## src/rtl/count_scheduler.sv

```systemverilog
// Round-robin scheduler sharing one up-counter among REQ sources; one registered add/ack per grant, at most one grant per 3 cycles.
// Outputs registered (1 cycle after the IDLE decision); stops granting at LIMIT until clear_req sequences a clr_n pulse.
module count_scheduler #(
  parameter int REQ   = 4,
  parameter int N     = 4,
  parameter int LIMIT = 20
) (
  input  logic           clk,
  input  logic           rst,
  input  logic [REQ-1:0] req,
  input  logic           clear_req,
  input  logic [N:0]     count,
  output logic           add,
  output logic           clr_n,
  output logic [REQ-1:0] ack,
  output logic           full,
  output logic           busy
);

  localparam int IW = (REQ > 1) ? $clog2(REQ) : 1;
  localparam logic [IW:0]   REQ_W    = (IW+1)'(REQ);
  localparam logic [IW-1:0] LAST_RST = IW'(REQ-1);
  localparam logic [N:0]    LIM      = (N+1)'(LIMIT);

  typedef enum logic [2:0] {
    S_IDLE,
    S_GRANT,
    S_WAIT,
    S_FULL,
    S_CLEAR
  } state_t;

  state_t          r_state;
  state_t          w_next;
  logic [IW-1:0]   r_last;
  logic            r_add;
  logic            r_clr_n;
  logic [REQ-1:0]  r_ack;
  logic            r_full;
  logic            r_busy;

  logic [IW:0]      w_base;
  logic [IW:0]      w_sum;
  logic [IW-1:0]    w_off;
  logic [IW-1:0]    w_win;
  logic [2*REQ-1:0] w_dbl;
  logic [REQ-1:0]   w_rot;
  logic [REQ-1:0]   w_onehot;

  // Rotate req so bit 0 is the source just after the last winner, then take the lowest set bit.
  always_comb begin
    w_base = {1'b0, r_last} + (IW+1)'(1);
    if (w_base >= REQ_W) w_base = '0;
    w_dbl = {req, req} >> w_base;
    w_rot = w_dbl[REQ-1:0];
    w_off = '0;
    for (int i = REQ-1; i >= 0; i--) begin
      if (w_rot[i]) w_off = IW'(i);
    end
    w_sum = w_base + {1'b0, w_off};
    if (w_sum >= REQ_W) w_sum = w_sum - REQ_W;
    w_win = w_sum[IW-1:0];
    w_onehot = '0;
    w_onehot[w_win] = 1'b1;
  end

  always_comb begin
    w_next = r_state;
    unique case (r_state)
      S_IDLE: begin
        if (clear_req)          w_next = S_CLEAR;
        else if (count >= LIM)  w_next = S_FULL;
        else if (|req)          w_next = S_GRANT;
      end
      S_GRANT: w_next = S_WAIT;
      S_WAIT:  w_next = S_IDLE;
      S_FULL:  if (clear_req) w_next = S_CLEAR;
      S_CLEAR: w_next = S_IDLE;
      default: w_next = S_IDLE;
    endcase
  end

  // Outputs are decoded from the next state so every output is a flop and clr_n cannot glitch.
  always_ff @(posedge clk or negedge rst) begin
    if (!rst) begin
      r_state <= S_IDLE;
      r_last  <= LAST_RST;
      r_add   <= 1'b0;
      r_ack   <= '0;
      r_clr_n <= 1'b1;
      r_full  <= 1'b0;
      r_busy  <= 1'b0;
    end else begin
      r_state <= w_next;
      r_add   <= (w_next == S_GRANT);
      r_ack   <= (w_next == S_GRANT) ? w_onehot : '0;
      r_clr_n <= (w_next != S_CLEAR);
      r_full  <= (w_next == S_FULL);
      r_busy  <= (w_next == S_GRANT) || (w_next == S_WAIT) || (w_next == S_CLEAR);
      if (w_next == S_GRANT)      r_last <= w_win;
      else if (w_next == S_CLEAR) r_last <= LAST_RST;
    end
  end

  assign add   = r_add;
  assign ack   = r_ack;
  assign clr_n = r_clr_n;
  assign full  = r_full;
  assign busy  = r_busy;

endmodule
```

## config.mk

```make
export PLATFORM = sky130hd
export DESIGN_NAME = count_scheduler
export DESIGN_NICKNAME = d
export VERILOG_FILES = /design/src/rtl/count_scheduler.sv
export SDC_FILE = /design/constraint.sdc
export NUM_CORES = 1
export LEC_CHECK = 0
export CAP_MARGIN = 5
export CORE_ASPECT_RATIO = 0.9
export CORE_MARGIN = 5
export CORE_UTILIZATION = 43
export DETAILED_ROUTE_END_ITERATION = 7
export GPL_TIMING_DRIVEN = 0
export PLACE_DENSITY = 0.79
export SYNTH_ARGS = -nofsm -noshare
export SYNTH_HDL_FRONTEND = slang
export SYNTH_SLANG_ARGS = --single-unit
```

## constraint.sdc

```tcl
create_clock -name clk -period 2.35 [get_ports clk]
set_input_delay 0.5875 -clock clk [delete_from_list [all_inputs] [get_ports clk]]
set_output_delay 0.5875 -clock clk [all_outputs]
set_load 0.02 [all_outputs]
```

# Word-level counts from Yosys, hierarchy flattened
# Index checks and enable logic that the tools add are counted.
totals:
  reg_bits: 13
  latch_bits: 0
  mem_bits_rw: 0
  rom_bits: 0
  in_bits: 12
  out_inout_bits: 8
  word_cells: 45
  memories: 0
op_classes:
  add_sub_neg: 3
  mul: 0
  div: 0
  n_lt_le_gt_ge: 5
  n_eq_ne: 7
  shifts: 1
  muxes: 16
  n_bitwise: 0
  n_reduce_logical: 6
ops:
  columns: ["op", "count"]
  rows:
  - ["$mux W3", 5]
  - ["$mux W2", 7]
  - ["$eq A3 B2 Y1 const B", 3]
  - ["$pmux W3 S3", 1]
  - ["$shr A8 B3 Y4", 1]
  - ["$eq A3 B1 Y1 const B", 2]
  - ["$ge A3 B3 Y1 const B", 2]
  - ["$ge A5 B5 Y1 const B", 1]
  - ["$mux W4", 1]
  - ["$reduce_or A4 Y1", 1]
  - ["$add A2 B1 Y3 const B", 1]
  - ["$add A3 B2 Y3", 1]
  - ["$eq A3 B3 Y1 const B", 1]
  - ["$logic_not A3 Y1", 1]
  - ["$lt A2 B3 Y1 const B", 1]
  - ["$ne A3 B3 Y1 const B", 1]
  - ["$demux W1 S2", 1]
  - ["$ge A2 B1 Y1 const B", 1]
  - ["$logic_or A1 B1 Y1", 2]
  - ["$reduce_bool A2 Y1", 1]
  - ["$sub A2 B1 Y2 const B", 1]
  - ["$logic_and A1 B1 Y1", 1]
  - ["$mux W1", 1]

# Depth between registers and ports, before layout
logic_depth:
  word_depth: 16
  depth_mapped: 9
  depth_no_buf: 9

# Worst setup path before layout
# No wires, ideal clock.
synth_timing:
  path_type: "reg2reg"
  startpoint: "reg r_last[0]"
  endpoint: "reg r_ack[1] (netlist: ack[1])"
  setup_ns: 0.120
  arrival_time_ns: 1.729
  t_required_ns: 2.230
  slack_ns: 0.501
  stages_incl_launch_ff: 7
  path_buffers: 0
  synth_period_minus_slack_ns: 1.849
  cell_sequence: "dfstp_2 ha_1 nor2_2 a211o_1 maj3_2 xnor2_2 and3_1"
synth_via:
  elab_chain_cells: 16
  elab_cells_between_ends: 18
  classes_between: "add/sub (3); order compare (4); shift (1); mux (9); reduce/logical (1)"
synth_lines:
  columns: ["element", "line", "rtl"]
  rows:
  - ["from (decl)", "35", "logic [IW-1:0] r_last;"]
  - ["from (signal assigned)", "100", "if (w_next == S_GRANT) r_last <= w_win;"]
  - ["$add A2 B1 Y3 *", "52", "w_base = {1'b0, r_last} + (IW+1)'(1);"]
  - ["$ge A3 B3 Y1", "53", "if (w_base >= REQ_W) w_base = '0;"]
  - ["$mux W3 *", "53", null]
  - ["$shr A8 B3 Y4", "54", "w_dbl = {req, req} >> w_base;"]
  - ["$mux W2 (4 in a row)", "58", "if (w_rot[i]) w_off = IW'(i);"]
  - ["$add A3 B2 Y3 *", "60", "w_sum = w_base + {1'b0, w_off};"]
  - ["$ge A3 B3 Y1 or $sub A2 B1 Y2 (tied branches)", "61", "if (w_sum >= REQ_W) w_sum = w_sum - REQ_W;"]
  - ["$mux W2 *", "61", null]
  - ["$lt A2 B3 Y1 (implied by the code) or $ge A2 B1 Y1 (tied branches)", "64", "w_onehot[w_win] = 1'b1;"]
  - ["$logic_and A1 B1 Y1 (implied by the code)", "64", null]
  - ["$mux W1 (implied by the code)", "64", null]
  - ["$demux W1 S2 *", "64", null]
  - ["$mux W4 *", "96", "r_ack <= (w_next == S_GRANT) ? w_onehot : '0;"]
  - ["to (signal assigned)", "96", null]
  - ["to (decl)", "38", "logic [REQ-1:0] r_ack;"]
# Mark *: on every way between the ends. The rest lies on a longest branch, timed or not.
# A chain may end at the register's enable or synchronous reset.

# Worst setup path after layout
layout_timing:
  startpoint: "in req[2]"
  endpoint: "reg r_ack[1] (netlist: ack[1])"
layout_via:
  elab_chain_cells: 13
  elab_cells_between_ends: 21
  classes_between: "add/sub (2); order compare (3); eq/ne (1); shift (1); mux (12); reduce/logical (2)"
layout_lines:
  columns: ["element", "line", "rtl"]
  rows:
  - ["from (decl)", "10", "input logic [REQ-1:0] req,"]
  - ["$shr A8 B3 Y4", "54", null]
  - ["$mux W2 (4 in a row)", "58", null]
  - ["$add A3 B2 Y3", "60", null]
  - ["$ge A3 B3 Y1 or $sub A2 B1 Y2 (tied branches)", "61", null]
  - ["$mux W2", "61", null]
  - ["$lt A2 B3 Y1 (implied by the code) or $ge A2 B1 Y1 (tied branches)", "64", null]
  - ["$logic_and A1 B1 Y1 (implied by the code)", "64", null]
  - ["$mux W1 (implied by the code)", "64", null]
  - ["$demux W1 S2", "64", null]
  - ["$mux W4 *", "96", null]
# Marked as above.

==> metrics.md <==
| Metric | Value |
|---|---|
| Netlist Area Pre-Place | 634 µm² |
| Post-route ant nets | 0 |
| Total CTS buffers | 3 |
| Ports | 20 |
| Filler cells | 128 |
| Worst Path Required | 2550 ps |
| Final Slew Violations | 0 |
| Number of global-route vias before repair | 475 |
| Hold path depth | 1 |
| Arrival time worst endpoint | 2280 ps |
| Clock Pin Slew Worst Setup and Hold Paths | 70 ps |
| Multi-input logic area | 290 µm² |
| TritonCTS Sinks | 13 |
| R2R setup slack | 360 ps |
| Status | complete, no violations |
| Antenna cells | 0 |
| Post_cts resized | 0 |
| # rows | 13 |
| Non-filler instance count after layout | 99 |
| Max Freq | 482 MHz |
| Initial antenna violation count | 0 |
| Clock root buffer | clkbuf_4 |
| RSZ-0062 raised after global routing | no |
| Max-cap violation count | 0 |
| H-Tree Depth | 1 |
| Pleak | 0.369 nW |
| Mapped Avg Cell Area | 10.1 µm² |
| Kind of critical path | in2reg |
| Routed WL per cell | 11.4 µm |
| Synth Register Bits | 13 |
| PD cells | 1050 nW/µm² |
| Tot Pwr | 0.000890 W |
| Synthesized instance count | 63 |
| Total gr overflow | 0 |
| Sequential-to-total area share from yosys stat | 51.9% |
| Reg2reg end | ack[1]$_DFF_PN0_ |
| Post-Syn Nets | 77 |
| Die H | approximately 46 µm |
| Hold endpoint | r_state[1]$_DFF_PN0_ |
| CTS Buffer Depth | 2 |
| Worst path slowest cell | clkdlybuf4s50_1 |
| Tcrit/Tclk final | between 80% and 90% |
| Hold_buf cts | 0 |
| Max transition margin | between 60 and 70% |
| Initial Util | 44.8% |
| Post-CTS Setup Bufs | 0 |
| Final Skew | about 2.1 ps |
| FF-to-FF path depth | 9 |
| Crit path from | req[2] |
| Placed cells | 95 |
| Total GRT Usage | 11.5% |
| CP most frequent cell | a21oi_1 |
| YS warnings | 0 |
| Routed via count | ~530 |
| Port bufs | 17 |
| Worst setup EP type | flip-flop |
| Peak supply drop | 464 µV |
| Fin crit period | 2080 ps |
| Worst-Skew Late Latency | roughly 260 ps |
| 1st-iter DRT viols | 7 |
| DRC errors left | 0 |
| Crit-path max cell delay | 570 ps |
| Routed WL | 1130 µm |
| Hold Path Class | reg2reg |
| Initial DRT Pass Iterations | 4 |
| Avg Vias per Cell | about 5.3 |
| CP cell instances | clkdlybuf4s50_1 -> nand2_1 -> a21oi_1 -> nor2_1 -> a21oi_1 -> o21ai_0 -> ha_1 -> xnor2_2 -> and3_1 |
| Routability cong. | slightly above 0.7 |
| Die width | 50.5 µm |
| Final setup violation count | 0 |
| Hold_sp | r_state[2]$_DFF_PN0_ |
| Storage cell area | roughly 330 µm² |
| Yosys cell types | 25 |
| Total core area | about 1400 µm² |
| Post-DP HPWL | 918 µm |
| Reg2Reg Launch Point | r_last[0]$_DFFE_PN1P_ |
| DIE AREA | around 2300 µm² |
| NumNets Final | 99 |
| Layout area overhead | 33.9% |
| Crit Path Max Fanout | 7 |
| Largest net degree at the start of global routing | 14 |
| Fin. Hold Viols | 0 |
| First-pass GRT wire length | 2000 µm |
| Worst Max-Slew Pin Slew | about 530 ps |
| CTS tree | built |
| Critical Path Source Type | primary input |
| Share of layout cells above drive strength 1 | a little over a tenth |
[report_power, final]
group          switching, W  internal (W)  leakage, nW
Sequential        0.0000464      0.000307        0.165
Clock             0.0000631     0.0000656       0.0150
Combinational      0.000219      0.000188        0.189
Total              0.000329      0.000561        0.369
[layer usage]
layer	part of all wire (%)	wire length [µm]	global-route usage, %
met3	7.6	86	2.27
met5	0	0	0
met2	47	532	18.6
met1	45	508	13.9
met4	0	0	7.65
[flip-flops by register name (all words and copies together) (netlist names)]
name     cells
ack          4
r_last       2
busy         1
add          1
r_state      3
full         1
clr_n        1
[area by class of cell]
class	count	area share [%]
inverter	4	1.77
tap	15	2.21
timing repair buffer	17	20.0
clock buffer	4	3.09
multi-input combinational	46	34.2
sequential	13	38.7
[placed cells by master, fill, tap and decap left out]
cell / netlist / routed
a21oi_1: 5 / 5
o21bai_1: 1 / 1
dfrtp_1: 10 / 10
and3_1: 1 / 1
o21ai_0: 6 / 6
nor2b_1: 3 / 3
clkbuf_1: 0 / 1
and2_1: 2 / 2
o22ai_1: 1 / 1
clkdlybuf4s50_1: 0 / 17
ha_1: 2 / 2
nand4b_1: 1 / 1
a211o_1: 1 / 1
o311ai_0: 1 / 1
nor2_2: 1 / 1
a211oi_1: 1 / 1
clkbuf_4: 0 / 3
nor3b_1: 1 / 1
dfstp_2: 3 / 3
o21a_1: 3 / 3
a21boi_0: 1 / 1
nand2_1: 4 / 4
maj3_2: 1 / 1
or4_1: 1 / 1
nor3_1: 1 / 1
inv_1: 4 / 4
xnor2_2: 1 / 1
nor2_1: 7 / 7
[synth_stat cells]
master,count,area (µm²)
xnor2_2,1,16.3
nor3b_1,1,7.51
nand4b_1,1,8.76
nor3_1,1,5.00
dfrtp_1,10,250
o22ai_1,1,6.26
o311ai_0,1,8.76
o21bai_1,1,7.51
nor2_2,1,6.26
o21a_1,3,22.5
or4_1,1,7.51
nand2_1,4,15.0
a211o_1,1,8.76
nor2_1,7,26.3
and3_1,1,6.26
dfstp_2,3,78.8
nor2b_1,3,18.8
o21ai_0,6,30.0
ha_1,2,25.0
and2_1,2,12.5
maj3_2,1,11.3
a21oi_1,5,25.0
inv_1,4,15.0
a21boi_0,1,7.51
a211oi_1,1,7.51
[cell families (layout without fill, tap and decap cells)]
family / Yosys count / after routing / share of synthesized area, %
fa+ha+maj: 3 / 3 / 5.72
xor+xnor: 1 / 1 / 2.56
simple gates: 22 / 22 / 18.0
compound gates: 20 / 20 / 19.5
buf+inv: 4 / 25 / 2.37
flops: 13 / 13 / 51.9
[through the flow]
stage	worst slack (ps)	hold slack, ps	util [%]	instance area, µm²	TNS (ps)
2_1_floorplan	501	292	-	634	0
3_3_place_gp	31.6	485	58.2	823	0
3_5_place_dp	-19.4	487	58.2	823	-19.4
4_1_cts	272	497	60.0	850	0
5_1_grt	129	526	60.0	850	0
6_report	275	508	60.0	850	0
[critical path, delay by kind of cell]
kind,cells,cell delay (ps)
compound gates,3,360
buf+inv,1,570
xor+xnor,1,230
fa+ha+maj,1,220
simple gates,3,310
[worst max path at each step]
stage,slack (ps),depth (start not counted),to
floorplan,500,6,ack[1]$_DFF_PN0_
global placement,30,9,ack[1]$_DFF_PN0_
detailed placement,-20,9,ack[1]$_DFF_PN0_
CTS,270,9,ack[1]$_DFF_PN0_
global route,130,9,ack[1]$_DFF_PN0_
finish,270,9,ack[1]$_DFF_PN0_
Power figures use the tool's default switching activity.
